[src/rtl/nibble_pack.sv]
// nibble_pack: packs a stream of 4-bit nibbles little-endian into words and queues them in a small FIFO.
// Optional NIBBLE_PACK_MAX_EN adds word_max_o, the largest nibble of the head word.
module nibble_pack #(
    parameter int NIBS       = 8,
    parameter int FIFO_DEPTH = 2
) (
    input  logic              clk,
    input  logic              rst_n,
    input  logic [3:0]        nib_i,
    input  logic              nib_valid_i,
    output logic              nib_ready_o,
    input  logic              flush_i,
    output logic [4*NIBS-1:0] word_o,
    output logic [3:0]        word_len_o,
`ifdef NIBBLE_PACK_MAX_EN
    output logic [3:0]        word_max_o,
`endif
    output logic              word_valid_o,
    input  logic              word_ready_i
);
    localparam int W  = 4 * NIBS;
    localparam int PW = $clog2(FIFO_DEPTH);
    localparam int CW = PW + 1;

    logic [2:0]    idx_q, idx_d;
    logic [W-1:0]  asm_q, asm_d, merged;
    logic [PW-1:0] wr_q, wr_d, rd_q, rd_d, rd_sel;
    logic [CW-1:0] cnt_q, cnt_d;
    logic [W-1:0]  word_mem [FIFO_DEPTH];
    logic [3:0]    len_mem  [FIFO_DEPTH];
    logic          full, empty, last, accept, push, pop;
    logic [3:0]    push_len;

    always_comb begin
        full         = cnt_q == CW'(FIFO_DEPTH);
        empty        = cnt_q == '0;
        last         = idx_q == 3'(NIBS - 1);
        nib_ready_o  = !(full && (last || flush_i));
        accept       = nib_valid_i && nib_ready_o;
        push         = (accept && last) || (flush_i && !full && (idx_q != '0 || accept));
        word_valid_o = !empty;
        pop          = word_valid_o && word_ready_i;
        merged       = accept ? asm_q | (W'(nib_i) << {idx_q, 2'b00}) : asm_q;
        push_len     = {1'b0, idx_q} + {3'b000, accept};
        idx_d        = push ? '0 : accept ? idx_q + 3'd1 : idx_q;
        asm_d        = push ? '0 : merged;
        wr_d         = push ? wr_q + PW'(1) : wr_q;
        rd_d         = pop ? rd_q + PW'(1) : rd_q;
        cnt_d        = cnt_q + CW'(push) - CW'(pop);
        // When empty, the slot behind the read pointer is the last word popped.
        rd_sel       = empty ? rd_q - PW'(1) : rd_q;
        word_o       = word_mem[rd_sel];
        word_len_o   = len_mem[rd_sel];
    end

    always_ff @(posedge clk or negedge rst_n) begin
        if (!rst_n) begin
            idx_q <= '0;
            asm_q <= '0;
            wr_q  <= '0;
            rd_q  <= '0;
            cnt_q <= '0;
        end else begin
            idx_q <= idx_d;
            asm_q <= asm_d;
            wr_q  <= wr_d;
            rd_q  <= rd_d;
            cnt_q <= cnt_d;
        end
    end

    always_ff @(posedge clk or negedge rst_n) begin
        if (!rst_n) begin
            for (int i = 0; i < FIFO_DEPTH; i++) begin
                word_mem[i] <= '0;
                len_mem[i]  <= '0;
            end
        end else if (push) begin
            word_mem[wr_q] <= merged;
            len_mem[wr_q]  <= push_len;
        end
    end

`ifdef NIBBLE_PACK_MAX_EN
    logic [3:0] max_q, max_d, max_new;
    logic [3:0] max_mem [FIFO_DEPTH];

    always_comb begin
        max_new    = (accept && nib_i > max_q) ? nib_i : max_q;
        max_d      = push ? 4'd0 : max_new;
        word_max_o = max_mem[rd_sel];
    end

    always_ff @(posedge clk or negedge rst_n) begin
        if (!rst_n) begin
            max_q <= '0;
            for (int i = 0; i < FIFO_DEPTH; i++) max_mem[i] <= '0;
        end else begin
            max_q <= max_d;
            if (push) max_mem[wr_q] <= max_new;
        end
    end
`endif
endmodule
[config.mk]
export PLATFORM = sky130hd
export DESIGN_NAME = nibble_pack
export DESIGN_NICKNAME = d
export VERILOG_FILES = /design/src/rtl/nibble_pack.sv
export SDC_FILE = /design/constraint.sdc
export NUM_CORES = 1
export LEC_CHECK = 0
export ABC_CLOCK_PERIOD_IN_PS = 2200
export BUFFER_PORTS_ARGS = -buffer_cell sky130_fd_sc_hd__buf_2
export CORE_ASPECT_RATIO = 0.7
export CORE_MARGIN = 8
export CORE_UTILIZATION = 53
export CTS_CLUSTER_SIZE = 28
export DETAILED_ROUTE_END_ITERATION = 6
export HOLD_SLACK_MARGIN = 0.02
export PLACE_DENSITY = 0.82
export SLEW_MARGIN = 20
export SYNTH_ARGS = -nofsm -noshare
export SYNTH_HDL_FRONTEND = slang
export SYNTH_SLANG_ARGS = --single-unit
[constraint.sdc]
create_clock -name clk -period 2.2 [get_ports clk]
set_input_delay 0.11 -clock clk [delete_from_list [all_inputs] [get_ports clk]]
set_output_delay 0.11 -clock clk [all_outputs]
set_load 0.05 [all_outputs]
==> flow_metrics.tcl, run 1 <==
set metrics [dict create \
    synth-seq-cells 111 \
    setup_violations 0 \
    hp-start "word_ready_i" \
    core.rowCount 29 \
    die_w_um 132 \
    path_class "reg2out" \
    numPortBuffers 46 \
    r2r_start "idx_q[0]$_DFFE_PN0P_" \
    finalHoldViolCount 0 \
    fmax_mhz 462 \
    syn2layout_area_growth_pct 20.4 \
    core_mm2 0.00914 \
    required_ns 2.09 \
    skew_ns 0.00651 \
    io_pins 47 \
    dieArea_mm2 0.0129 \
    cts_buffer_depth 2 \
    grt_max_degree 56 \
    crit_arrival_ns 2.06 \
    grt_overflow_total 0 \
    drc 0 \
    final_antenna_net_count 0 \
    n_fill_cell 716 \
    synth_edf_count 0 \
    place_ws_ns -0.00980 \
    hold_path_class "in2reg" \
    startpoint_type "flop" \
    via_per_inst 5.40 \
    ys_types 38 \
    cts_buffers 9 \
    netlist_area_mm2 0.00503 \
    period_share_pct 98.4 \
    status "complete, no violations" \
    cts_tree "built" \
    syn-mean-instance-area_um2 11.0 \
    p_per_area_mw_per_mm2 1530 \
    ys_async_sr_fraction_pct 100 \
    dr.pass1.iters 5 \
    antenna_found_initial 0 \
    final_common_cell "dfrtp_1" \
    cts.sinks 111 \
    synthCells 459 \
    endpoint_kind "output port" \
    clk_latency_ns 0.35 \
    rrSetupSlack_ns 0.09 \
    cts_root_buffer "clkbuf_16" \
    drtIter0Drc 305 \
    tightest_slew_ns 0.702 \
    clkSlewWorstSetupHoldPaths_ns 0.06 \
    postLayoutCoreUtil_pct 66.2 \
    grtUsageTotal_pct 18.4 \
    yosysSeqAreaShare_pct 55.2 \
    crit_path_start "cnt_q[0]$_DFF_PN0_" \
    slew_viol_final 0 \
    ys_warn_count 0 \
    diodes 0 \
    fin_nets 539 \
    wl_per_cell_um 18.3 \
    grt_pass1_wl_um 19100 \
    path_max_fanout 17 \
    vias 3527 \
    htreeDepth 3 \
    seqCellArea_mm2 0.00278 \
    synthFlopType "dfrtp_1" \
    fp.dieH_um 97.5 \
    layout-drive-gt1-share_pct 21.0 \
    start_util_pct 55.0 \
    ir_worst_vdd_mv 0.855 \
    finalWorstSetupSlack_ns 0.0349 \
    dp_hpwl_um 7270 \
    final_cell_mix "dfrtp_1, inv_1, mux2i_1, buf_4, nand2_1" \
    wirelength_um 11900 \
    multi_input_area_mm2 0.00183 \
    maxCapViolations 0 \
    slew_headroom_pct 53.2 \
    gp_congestion 0.837 \
    grt_pass1_vias 3732 \
    p_leak_nw 2.91 \
    min_period_ns 2.17 \
    syn_nets 474 \
]
## power breakdown
part           switching, mW  internal [mW]
logic                   3.03           1.80
clock network          0.717          0.978
registers              0.215           2.51
## flip-flops by register name, indices dropped and copies added (netlist names)
| signal | cells |
|---|---|
| word_mem | 64 |
| asm_q | 32 |
| len_mem | 8 |
| idx_q | 3 |
| cnt_q | 2 |
| rd_q | 1 |
| wr_q | 1 |
## cells by family (layout without fill, tap and decap cells)
family	Yosys count	after routing	synth area share [%]
buf+inv	92	162	9.83
flops	111	111	55.2
simple gates	89	89	7.84
mux	76	76	15.4
fa+ha+maj	6	6	1.49
compound gates	79	79	9.13
xor+xnor	6	6	1.05
## area by class of cell
type	instances	area share, %
timing repair buffer	79	11.9
sequential	111	45.9
inverter	67	4.15
tap	124	2.56
clock buffer	12	4.40
clock inverter	4	0.847
multi-input combinational	256	30.2
## stage by stage
step / setup TNS [ns] / cell area [um^2] / instances / power [mW] / hold WS (ns)
6_report: 0 / 6050 / 653 / 9.25 / 0.115
4_1_cts: -0.00970 / 5970 / 646 / 9.00 / 0.102
2_1_floorplan: -7.45 / 5060 / 459 / 5.65 / -0.186
5_1_grt: -0.0323 / 6050 / 653 / 9.68 / 0.129
3_3_place_gp: 0 / 5470 / 624 / 6.41 / 0.196
3_5_place_dp: -0.0187 / 5470 / 624 / 6.54 / 0.208
## worst max-delay path, stage by stage, from the launching register on
cell	delay (ns)
dfrtp_2	0.41
or2_4	0.26
xor2_4	0.20
buf_4	0.20
buf_16	0.16
o21ai_0	0.23
buf_4	0.25
## cell usage after synthesis (all sizes together), types with 2 or more instances
library cell    n  area [um^2]
clkbuf          7         30.0
and3            3         18.8
ha              6         75.1
xnor2           3         26.3
nor2           33          124
xor2            3         26.3
buf            18          213
nand2b          2         12.5
inv            67          251
or2             2         12.5
nor3b           2         20.0
mux2           12          135
a21boi          2         18.8
mux2i          64          641
nor4bb          2         20.0
a21o            3         22.5
nand3           2         15.0
nand2          40          150
o21ai          32          160
a21oi          23          130
a31oi          16          100
dfrtp         111         2780
## worst paths after layout
kind	end	cells after the start
worst min register to register	len_mem[7]$_DFFE_PN0P_	1
worst max register to register	len_mem[1]$_DFFE_PN0P_	8
max in group asynchronous	word_mem[54]$_DFFE_PN0P_	3
worst min-delay path	rd_q$_DFFE_PN0P_	3
worst max-delay path	word_o[8]	6
min in group asynchronous	len_mem[7]$_DFFE_PN0P_	2
## repair_timing
| action | CTS | global route |
|---|---|---|
| gates cloned | 2 | 1 |
| pin swaps | 0 | 2 |
| gates resized for setup | 30 | 12 |
| setup endpoints to repair | 36 | 64 |
| hold buffers | 1 | 0 |
| hold endpoints to repair | 53 | 0 |
| setup buffers | 3 | 6 |
## metal layers
layer / routed length, um / vias to the layer above / global-route usage (%) / share of wire [%]
met5: 0 / - / 0 / 0
met4: 159 / 0 / 6.26 / 1.3
met3: 644 / 18 / 5.79 / 5.4
met2: 5700 / 94 / 28.9 / 48
met1: 5410 / 1791 / 23.7 / 45
li1: - / 1624 / - / -
Power figures use the tool's default switching activity.
==> inputs of run 2 (changes only) <==
--- a/config.mk
+++ b/config.mk
@@ -14,6 +14,7 @@
 export DETAILED_ROUTE_END_ITERATION = 6
 export HOLD_SLACK_MARGIN = 0.02
 export PLACE_DENSITY = 0.82
+export SETUP_SLACK_MARGIN = 0.4
 export SLEW_MARGIN = 20
 export SYNTH_ARGS = -nofsm -noshare
 export SYNTH_HDL_FRONTEND = slang
==> run 2 against run 1 <==
  * Combinational power grew 83%
  * Die area stayed put
  * Power increased by 46%
  * Non-clock buffer count rose by 52
  * Register-to-register slack lost 0.08 ns
  * Sequential share of layout area decreased by 12 points
  * Routed wire length up 72%
  * Clock skew rose by 0.0073 ns
  * Core utilization increased by 24 points
  * Worst setup slack got worse by 0.023 ns
  * Clock power rose by 5%
  * Highest routed layer unchanged
==> flow_metrics.tcl, run 2 (synthesis results as in run 1) <==
set metrics [dict create \
    grt_overflow_total 0 \
    fin_nets 591 \
    cts_buffers 9 \
    via_per_inst 6.18 \
    vias 4364 \
    critPathMaxStageDelay_ns 0.44 \
    drc 0 \
    dr.pass1.iters 5 \
    critPathSlowestCell "dfrtp_1" \
    cts_tree "built" \
    finalWorstSetupSlack_ns 0.0114 \
    startpoint_type "flop" \
    core.rowCount 29 \
    wl_per_cell_um 29.1 \
    place_ws_ns 0.0633 \
    p_leak_nw 3.63 \
    cts.sinks 111 \
    clkSlewWorstSetupHoldPaths_ns 0.08 \
    dieArea_mm2 0.0129 \
    endpoint_kind "flop" \
    cts_buffer_depth 2 \
    clk_latency_ns 0.36 \
    cts_root_buffer "clkbuf_16" \
    final_antenna_net_count 0 \
    gp_congestion 0.832 \
    grtUsageTotal_pct 26.7 \
    grt_max_degree 45 \
    layout-drive-gt1-share_pct 49.1 \
    hold_path_class "in2reg" \
    required_ns 2.45 \
    postLayoutCoreUtil_pct 90.5 \
    io_pins 47 \
    htreeDepth 3 \
    maxCapViolations 0 \
    slew_viol_final 0 \
    final_cell_mix "dfrtp_1, inv_1, mux2i_1, buf_6, o21ai_4" \
    fp.dieH_um 97.5 \
    ir_worst_vdd_mv 1.09 \
    top_regs "word_mem: 64 flops, asm_q: 32 flops, len_mem: 8 flops" \
    start_util_pct 55.0 \
    finalHoldViolCount 0 \
    finalPower_mw 13.5 \
    final_common_cell "dfrtp_1" \
    path_max_fanout 6 \
    worst_path_most_repeated_cell "ha_4" \
    path_delay_family "flip-flops" \
    status "complete, no violations" \
    p_per_area_mw_per_mm2 1630 \
    top_register "word_mem" \
    setup_violations 0 \
    largest_reg_flops 64 \
    numPortBuffers 46 \
    grt_pass1_vias 4631 \
    wirelength_um 20500 \
    core_mm2 0.00914 \
    grt_pass1_wl_um 26600 \
    syn2layout_area_growth_pct 64.6 \
    grt_setup_unrepaired "yes" \
    drtIter0Drc 384 \
    dp_hpwl_um 7820 \
    tightest_slew_ns 0.621 \
    die_w_um 132 \
    path_class "reg2reg" \
    period_share_pct 99.5 \
    min_period_ns 2.19 \
    skew_ns 0.0138 \
    crit_arrival_ns 2.44 \
    cp.buffers_inverters 2 \
    cp_cell_sequence "ha_4 > ha_4 > or2_4 > buf_8 > a21oi_4 > buf_6 > a31oi_4 > mux2i_1" \
    antenna_found_initial 0 \
    slew_headroom_pct 58.5 \
    fmax_mhz 457 \
]
==> run 2: routing by layer <==
metal | vias to the layer above | wire length, um | global-route usage, %
li1 | 1740 | - | -
met1 | 2245 | 7330 | 29.7
met2 | 277 | 10200 | 46.3
met3 | 102 | 1670 | 7.49
met4 | 0 | 1320 | 13.0
met5 | - | 0 | 0
==> run 2: cell type report <==
class / count / area [um^2]
Tap cell: 124 / 155
Fill cell: 319 / 868
Timing Repair Buffer: 131 / 1800
Inverter: 67 / 254
Antenna cell: 1 / 2.50
Sequential cell: 111 / 2780
Clock inverter: 6 / 83.8
Multi-Input combinational cell: 256 / 2980
Clock buffer: 10 / 229
==> run 2: report_power, final <==
part / internal (mW) / total (mW) / switching [mW]
combinational: 4.04 / 8.85 / 4.81
clock: 0.999 / 1.78 / 0.783
sequential: 2.51 / 2.89 / 0.377
total: 7.55 / 13.5 / 5.97
==> run 2: final timing paths <==
kind	depth (start not counted)	from	slack, ns	endpoint
hold / removal	3	word_ready_i	0.23	rd_q$_DFFE_PN0P_
hold reg to reg	2	asm_q[14]$_DFF_PN0_	0.52	asm_q[14]$_DFF_PN0_
max in group asynchronous	3	rst_n	1.06	asm_q[29]$_DFF_PN0_
setup reg to reg	8	idx_q[1]$_DFFE_PN0P_	0.01	word_mem[54]$_DFFE_PN0P_
setup / recovery	8	idx_q[1]$_DFFE_PN0P_	0.01	word_mem[54]$_DFFE_PN0P_
min in group asynchronous	2	rst_n	0.29	word_mem[32]$_DFFE_PN0P_
==> run 2: timing repair <==
| item | 4_1_cts | 5_1_grt |
|---|---|---|
| setup endpoints to repair | 143 | 147 |
| pin swaps | 41 | 28 |
| hold endpoints to repair | 42 | 0 |
| hold buffers | 1 | 0 |
| buffers inserted | 33 | 14 |
| gates cloned | 13 | 3 |
| gates resized for setup | 217 | 68 |
==> run 2: metrics by stage <==
| stage | hold WS [ns] | std cells | area [um^2] | setup TNS [ns] |
|---|---|---|---|---|
| 6_report | 0.227 | 706 | 8280 | 0 |
| 5_1_grt | 0.226 | 705 | 8270 | -0.0578 |
| 4_1_cts | 0.104 | 688 | 7750 | 0 |
| 3_5_place_dp | 0.141 | 625 | 5890 | 0 |
| 3_3_place_gp | 0.136 | 625 | 5890 | 0 |
| 2_1_floorplan | -0.186 | 459 | 5500 | 0 |
==> run 2: worst reg2reg max path, stage by stage, from the launching register on <==
cell,delay (ns)
dfrtp_1,0.44
ha_4,0.20
ha_4,0.16
or2_4,0.30
buf_8,0.17
a21oi_4,0.25
buf_6,0.20
a31oi_4,0.12
mux2i_1,0.24
